**config.mk**
```make
export PLATFORM = sky130hd
export DESIGN_NAME = nor_power_meter
export DESIGN_NICKNAME = d
export VERILOG_FILES = /design/src/rtl/nor_power_meter.sv
export SDC_FILE = /design/constraint.sdc
export NUM_CORES = 1
export LEC_CHECK = 0
export BUFFER_PORTS_ARGS = -buffer_cell sky130_fd_sc_hd__buf_2
export CAP_MARGIN = 20
export CORE_MARGIN = 2
export CORE_UTILIZATION = 55
export DETAILED_ROUTE_END_ITERATION = 10
export GPL_TIMING_DRIVEN = 0
export PLACE_DENSITY_LB_ADDON = 0.12
export SLEW_MARGIN = 20
export SYNTH_ARGS = -nofsm -noshare
export SYNTH_HDL_FRONTEND = slang
export SYNTH_SLANG_ARGS = --single-unit
```
**constraint.sdc**
```tcl
create_clock -name clk -period 3.1 [get_ports clk]
set_clock_uncertainty 0.05 [all_clocks]
set_input_delay 0.31 -clock clk [delete_from_list [all_inputs] [get_ports clk]]
set_output_delay 0.31 -clock clk [all_outputs]
set_load 0.02 [all_outputs]
```
**src/rtl/nor_power_meter.sv**
```systemverilog
// -----------------------------------------------------------------------------
// nor_power_meter
//
// Windowed transition / energy meter for a single-output gate cell (NOR and
// similar).  It watches the gate output Q on `din` and, for a programmable
// number of sample edges, does the following:
//   - counts 0->1 and 1->0 transitions, and
//   - accumulates a weighted energy figure (E_RISE per rise, E_FALL per fall).
// Results are presented through a valid/ack handshake.
//
// Both accumulators saturate at their all-ones value and never wrap.
//
// Optional feature (compile-time macro SAT_FLAG_EN):
//   - defined  : `sat` is a sticky flag.  It is set on the edge where either
//                accumulator would exceed its maximum, and is cleared by the
//                next accepted start or by reset.
//   - undefined: no overflow detection logic is built, and `sat` is tied to 0.
//
// Ports:
//   clk          in   single clock; all state changes on its rising edge
//   reset_L      in   asynchronous active-low reset
//   din          in   gate output Q under measurement
//   start        in   measurement request; accepted only in IDLE
//   window_len   in   [CNT_W]  sample edges per window; latched on accept
//   ack          in   consumer acknowledge; only honoured in REPORT
//   busy         out  high while measuring
//   valid        out  high while results are being reported (held stable)
//   toggle_count out  [CNT_W]  transitions counted in the last window
//   energy       out  [PWR_W]  weighted energy of the last window
//   sat          out  sticky saturation flag (0 unless SAT_FLAG_EN)
// -----------------------------------------------------------------------------
module nor_power_meter #(
    parameter int CNT_W  = 16,
    parameter int PWR_W  = 24,
    parameter int E_RISE = 3,
    parameter int E_FALL = 2
) (
    input  logic             clk,
    input  logic             reset_L,
    input  logic             din,
    input  logic             start,
    input  logic [CNT_W-1:0] window_len,
    input  logic             ack,
    output logic             busy,
    output logic             valid,
    output logic [CNT_W-1:0] toggle_count,
    output logic [PWR_W-1:0] energy,
    output logic             sat
);

    typedef enum logic [1:0] {
        ST_IDLE    = 2'd0,
        ST_MEASURE = 2'd1,
        ST_REPORT  = 2'd2,
        ST_UNUSED  = 2'd3
    } state_t;

    localparam logic [CNT_W-1:0] CNT_MAX  = {CNT_W{1'b1}};
    localparam logic [CNT_W-1:0] CNT_ZERO = {CNT_W{1'b0}};
    localparam logic [CNT_W-1:0] CNT_ONE  = CNT_W'(1);
    localparam logic [PWR_W-1:0] PWR_ZERO = {PWR_W{1'b0}};
    localparam logic [PWR_W-1:0] PWR_MAX  = {PWR_W{1'b1}};
    localparam logic [PWR_W-1:0] E_RISE_W = PWR_W'(E_RISE);
    localparam logic [PWR_W-1:0] E_FALL_W = PWR_W'(E_FALL);

    // Saturating increment of the toggle counter.
    function automatic logic [CNT_W-1:0] cnt_sat_inc(input logic [CNT_W-1:0] a);
        logic [CNT_W-1:0] r;
        if (a == CNT_MAX) begin
            r = CNT_MAX;
        end else begin
            r = a + CNT_ONE;
        end
        return r;
    endfunction

    // Saturating add on the energy accumulator (carry out means clamp).
    function automatic logic [PWR_W-1:0] pwr_sat_add(input logic [PWR_W-1:0] a,
                                                     input logic [PWR_W-1:0] inc);
        logic [PWR_W:0]   sum;
        logic [PWR_W-1:0] r;
        sum = {1'b0, a} + {1'b0, inc};
        if (sum[PWR_W]) begin
            r = PWR_MAX;
        end else begin
            r = sum[PWR_W-1:0];
        end
        return r;
    endfunction

`ifdef SAT_FLAG_EN
    // True when adding `inc` to `a` would exceed the energy maximum.
    function automatic logic pwr_would_ovf(input logic [PWR_W-1:0] a,
                                           input logic [PWR_W-1:0] inc);
        logic [PWR_W:0] sum;
        sum = {1'b0, a} + {1'b0, inc};
        return sum[PWR_W];
    endfunction
`endif

    state_t           state_q, state_d;
    logic             din_q;
    logic [CNT_W-1:0] remaining_q, remaining_d;
    logic [CNT_W-1:0] cnt_q, cnt_d;
    logic [PWR_W-1:0] pwr_q, pwr_d;
    logic             busy_q, busy_d;
    logic             valid_q, valid_d;
    logic             toggle_s;
    logic [PWR_W-1:0] inc_s;
`ifdef SAT_FLAG_EN
    logic             sat_q, sat_d;
`endif

    // Transition detection and the energy weight selected by its direction.
    always_comb begin
        toggle_s = (din != din_q);
        if (din) begin
            inc_s = E_RISE_W;
        end else begin
            inc_s = E_FALL_W;
        end
    end

    // Next-state and next-result computation for the measurement FSM.
    always_comb begin
        state_d     = state_q;
        remaining_d = remaining_q;
        cnt_d       = cnt_q;
        pwr_d       = pwr_q;
`ifdef SAT_FLAG_EN
        sat_d       = sat_q;
`endif
        case (state_q)
            ST_IDLE: begin
                if (start) begin
                    cnt_d       = CNT_ZERO;
                    pwr_d       = PWR_ZERO;
`ifdef SAT_FLAG_EN
                    sat_d       = 1'b0;
`endif
                    remaining_d = window_len;
                    // A zero-length window reports empty results at once.
                    if (window_len == CNT_ZERO) begin
                        state_d = ST_REPORT;
                    end else begin
                        state_d = ST_MEASURE;
                    end
                end else begin
                    state_d = ST_IDLE;
                end
            end
            ST_MEASURE: begin
                if (toggle_s) begin
                    cnt_d = cnt_sat_inc(cnt_q);
                    pwr_d = pwr_sat_add(pwr_q, inc_s);
`ifdef SAT_FLAG_EN
                    sat_d = sat_q | (cnt_q == CNT_MAX) | pwr_would_ovf(pwr_q, inc_s);
`endif
                end else begin
                    cnt_d = cnt_q;
                    pwr_d = pwr_q;
                end
                remaining_d = remaining_q - CNT_ONE;
                // The last sample edge still counts its own transition.
                // Treating 0 as "last" also protects against a corrupted count.
                if (remaining_q <= CNT_ONE) begin
                    state_d = ST_REPORT;
                end else begin
                    state_d = ST_MEASURE;
                end
            end
            ST_REPORT: begin
                if (ack) begin
                    state_d = ST_IDLE;
                end else begin
                    state_d = ST_REPORT;
                end
            end
            default: begin
                // The unused encoding recovers to IDLE.
                state_d = ST_IDLE;
            end
        endcase
        busy_d  = (state_d == ST_MEASURE);
        valid_d = (state_d == ST_REPORT);
    end

    // State, sample and result registers, cleared asynchronously by reset_L.
    always_ff @(posedge clk or negedge reset_L) begin
        if (!reset_L) begin
            state_q     <= ST_IDLE;
            din_q       <= 1'b0;
            remaining_q <= CNT_ZERO;
            cnt_q       <= CNT_ZERO;
            pwr_q       <= PWR_ZERO;
            busy_q      <= 1'b0;
            valid_q     <= 1'b0;
`ifdef SAT_FLAG_EN
            sat_q       <= 1'b0;
`endif
        end else begin
            state_q     <= state_d;
            // Sampled in every state, so the first window edge compares
            // against a fresh value.
            din_q       <= din;
            remaining_q <= remaining_d;
            cnt_q       <= cnt_d;
            pwr_q       <= pwr_d;
            busy_q      <= busy_d;
            valid_q     <= valid_d;
`ifdef SAT_FLAG_EN
            sat_q       <= sat_d;
`endif
        end
    end

    assign busy         = busy_q;
    assign valid        = valid_q;
    assign toggle_count = cnt_q;
    assign energy       = pwr_q;
`ifdef SAT_FLAG_EN
    assign sat          = sat_q;
`else
    assign sat          = 1'b0;
`endif

endmodule

```
==> flow_metrics.tcl <==
set metrics [dict create \
    seq_area_mm2 0.00153 \
    buffer_ports.inserted 62 \
    critical-path-top-delay-family "simple AND/OR/NAND/NOR gates" \
    fin_crit_ps 2730 \
    crit_slowest_cell "sky130_fd_sc_hd__nor3b_2" \
    drc 0 \
    worst_case_setup_slack_after_placement_ps 345 \
    status "finished, violations left" \
    insertedDiodeCount 0 \
    timing.setup.tns_ps 0 \
    vias_per_cell 6.25 \
    critical_path_depth 9 \
    global_route.overflow_total 0 \
    route.detailed.wl_per_inst_um 16.5 \
    first_global_vias 3254 \
    max_slew.worst_pin.slew_ps 773 \
    static-leakage-power_uw 0.00192 \
    cts_bufs_inserted 9 \
    dieWidth_um 84.8 \
    dp_hpwl_mm 6.65 \
    synth.distinct_cells 59 \
    cap_violations 0 \
    cts-hold-fix-buffers 0 \
    ant_nets 0 \
    cts.path.max_buffers 2 \
    report.power.total_uw 2970 \
    synth_seq_area_share_pct 42.5 \
    drv_slew 0 \
    synth_largest_type_area_fraction_pct 42.5 \
    wirelength_mm 9.60 \
    drt_first_iter_violations 201 \
    drive_above_1_share_pct 19.6 \
    max_freq_mhz 366 \
    syn_inst 426 \
    final-hold-violation-count 8 \
    io-pin-count 64 \
    multi_input_area_mm2 0.00188 \
    cts_tree "done" \
    worst_ep_arrival_time_ps 2960 \
    timing.reg2reg.worst_path_depth 9 \
    floorplan.die.height_um 84.8 \
    bufs_and_invs_on_worst_path 2 \
    setup_repair_after_global_routing_missed_its_margin "false" \
    required_ps 3330 \
    synth_async_sr_flop_share_pct 100 \
    detailedRoute.firstPassIterationCount 4 \
    dieArea_mm2 0.00720 \
    clock_sinks 61 \
    grt_antenna_before_repair 0 \
    placer_congestion 0.898 \
    timing.critical_path.to_type "flop" \
    finish.net_count 525 \
    maxSlewHeadroom_pct 48.4 \
    core_mm2 0.00635 \
    synth_top_flop_cell "sky130_fd_sc_hd__dfrtp_1" \
    cts_repair_resize_count 0 \
    cell_area_after_synthesis_mm2 0.00359 \
    core.rowCount 29 \
    fillerInstances 537 \
    via_count 3632 \
    grtUsageTotal_pct 27.1 \
    timing.critical_path.fanout_max 10 \
    cts_max_level 3 \
    final_critical_path_setup_slack_ps 365 \
    yosys_warnings 0 \
    synth.avg_cell_area_um2 8.44 \
    worst-r2r-setup-slack_ps 370 \
    synthTopCellsByArea "sky130_fd_sc_hd__dfrtp_1 (42%), sky130_fd_sc_hd__o21ai_0 (7.0%), sky130_fd_sc_hd__nand2_1 (5.1%), sky130_fd_sc_hd__o21ai_1 (3.6%), sky130_fd_sc_hd__nor2_1 (3.0%)" \
    crit_top_cell "sky130_fd_sc_hd__ha_1" \
    layout.cells.most_common_list "sky130_fd_sc_hd__buf_2 (64), sky130_fd_sc_hd__dfrtp_1 (61), sky130_fd_sc_hd__o21ai_0 (50)" \
    start_util_pct 56.6 \
    synthesis.nets 452 \
    holdCritPathClass "input port to async pin" \
    criticalPathCategory "flop to flop" \
    final_layout_worst_hold_slack_ps -20.6 \
    synth_seq_cells 61 \
    slowest_delay_ps 630 \
    mostFrequentLayoutCell "sky130_fd_sc_hd__buf_2" \
    critical_path.startpoint_type "flop" \
    failed_checks "hold timing" \
    synthDominantAreaCellType "sky130_fd_sc_hd__dfrtp_1" \
    grt_pass1_wl_mm 15.6 \
    path_cells "ha_1, inv_1, ha_1, nand4b_1, nor4_1, buf_2, nor3b_2, o21ai_1, nand2_1" \
    post-cts-setup-buffer-count 0 \
    worst_skew_pair.late_latency_ps 350 \
    area_growth_syn_to_layout_pct 18.2 \
    worst_setup_hold_path_clk_slew_ps 70 \
    final_min_period_over_clock_period_pct 88.2 \
    pwr_density_cell_mw_per_mm2 699 \
    grt_start_max_net_pins 62 \
    setup_viol 0 \
    edff_count_synth 0 \
    cts.root.buffer_cell "sky130_fd_sc_hd__clkbuf_8" \
    ir_worst_vdd_uv 432 \
]
[cells in the mapped netlist, drive strengths merged, types with 2 or more instances]
cell / instances
o31ai: 2
a21o: 3
nand3: 16
a21oi: 20
nor2: 29
and3: 6
or4: 4
dfrtp: 61
a221o: 3
nand4: 10
clkbuf: 22
o2bb2ai: 2
o311ai: 5
inv: 17
o21a: 3
and4: 3
nor3b: 3
o211ai: 7
ha: 5
buf: 4
o21ai: 76
nand2b: 2
or3: 3
nor3: 10
a31oi: 14
nor4: 12
nand2: 50
a22o: 6
a41oi: 5
and2: 5
[report_power, final]
part	total (uW)	switching, uW	internal [uW]
combinational	973	610	363
clock	862	322	540
sequential	1140	181	954
total	2970	1110	1860
[layout make-up]
| cell class | count | share of cell area [%] |
|---|---|---|
| tap | 77 | 2.27 |
| sequential | 61 | 35.9 |
| buffer | 26 | 2.97 |
| clock inverter | 3 | 1.53 |
| multi-input combinational | 322 | 44.2 |
| timing repair buffer | 62 | 7.36 |
| clock buffer | 13 | 4.21 |
| inverter | 17 | 1.50 |
[final timing paths]
| kind | startpoint | end |
|---|---|---|
| worst min register to register | energy[0] | energy[0] |
| worst min-delay path | reset_L | remaining_q[3] |
| worst max-delay path | energy[0] | energy[9] |
| max in group asynchronous | reset_L | toggle_count[11] |
| min in group clk | din | din_q |
| worst max register to register | energy[0] | energy[9] |
[metrics by stage]
stage          cell area [um^2]  cells  hold slack [ps]  utilization (%)
2_1_floorplan              3590    426            -35.6                -
3_3_place_gp               4000    565              414             63.0
3_5_place_dp               4000    565              395             63.1
4_1_cts                    4250    581             26.0             66.9
5_1_grt                    4250    581             55.1             66.9
6_report                   4250    581            -20.6             66.9
[cells by family after synthesis]
group                    share of synthesized area [%]
flip-flops                                        42.5
AND/OR/NAND/NOR                                   24.1
XOR/XNOR                                         0.244
other                                            0.104
AO/OA/AOI/OAI                                     25.8
buffers and inverters                             5.29
adder cells (fa/ha/maj)                           1.74
multiplexers                                     0.278
[routing by layer]
metal / vias to the layer above / GRT usage (%) / wire length, um
met1: 1766 / 36.3 / 4340
met5: - / 0 / 0
met2: 111 / 44.7 / 4610
met4: 0 / 8.23 / 118
li1: 1740 / - / -
met3: 15 / 5.45 / 530
[flip-flops by register name (all words and copies together) (netlist names)]
register	count
state_q	2
valid	1
busy	1
din_q	1
remaining_q	16
toggle_count	16
energy	24
Note: power is estimated with default switching activity, not from simulation.
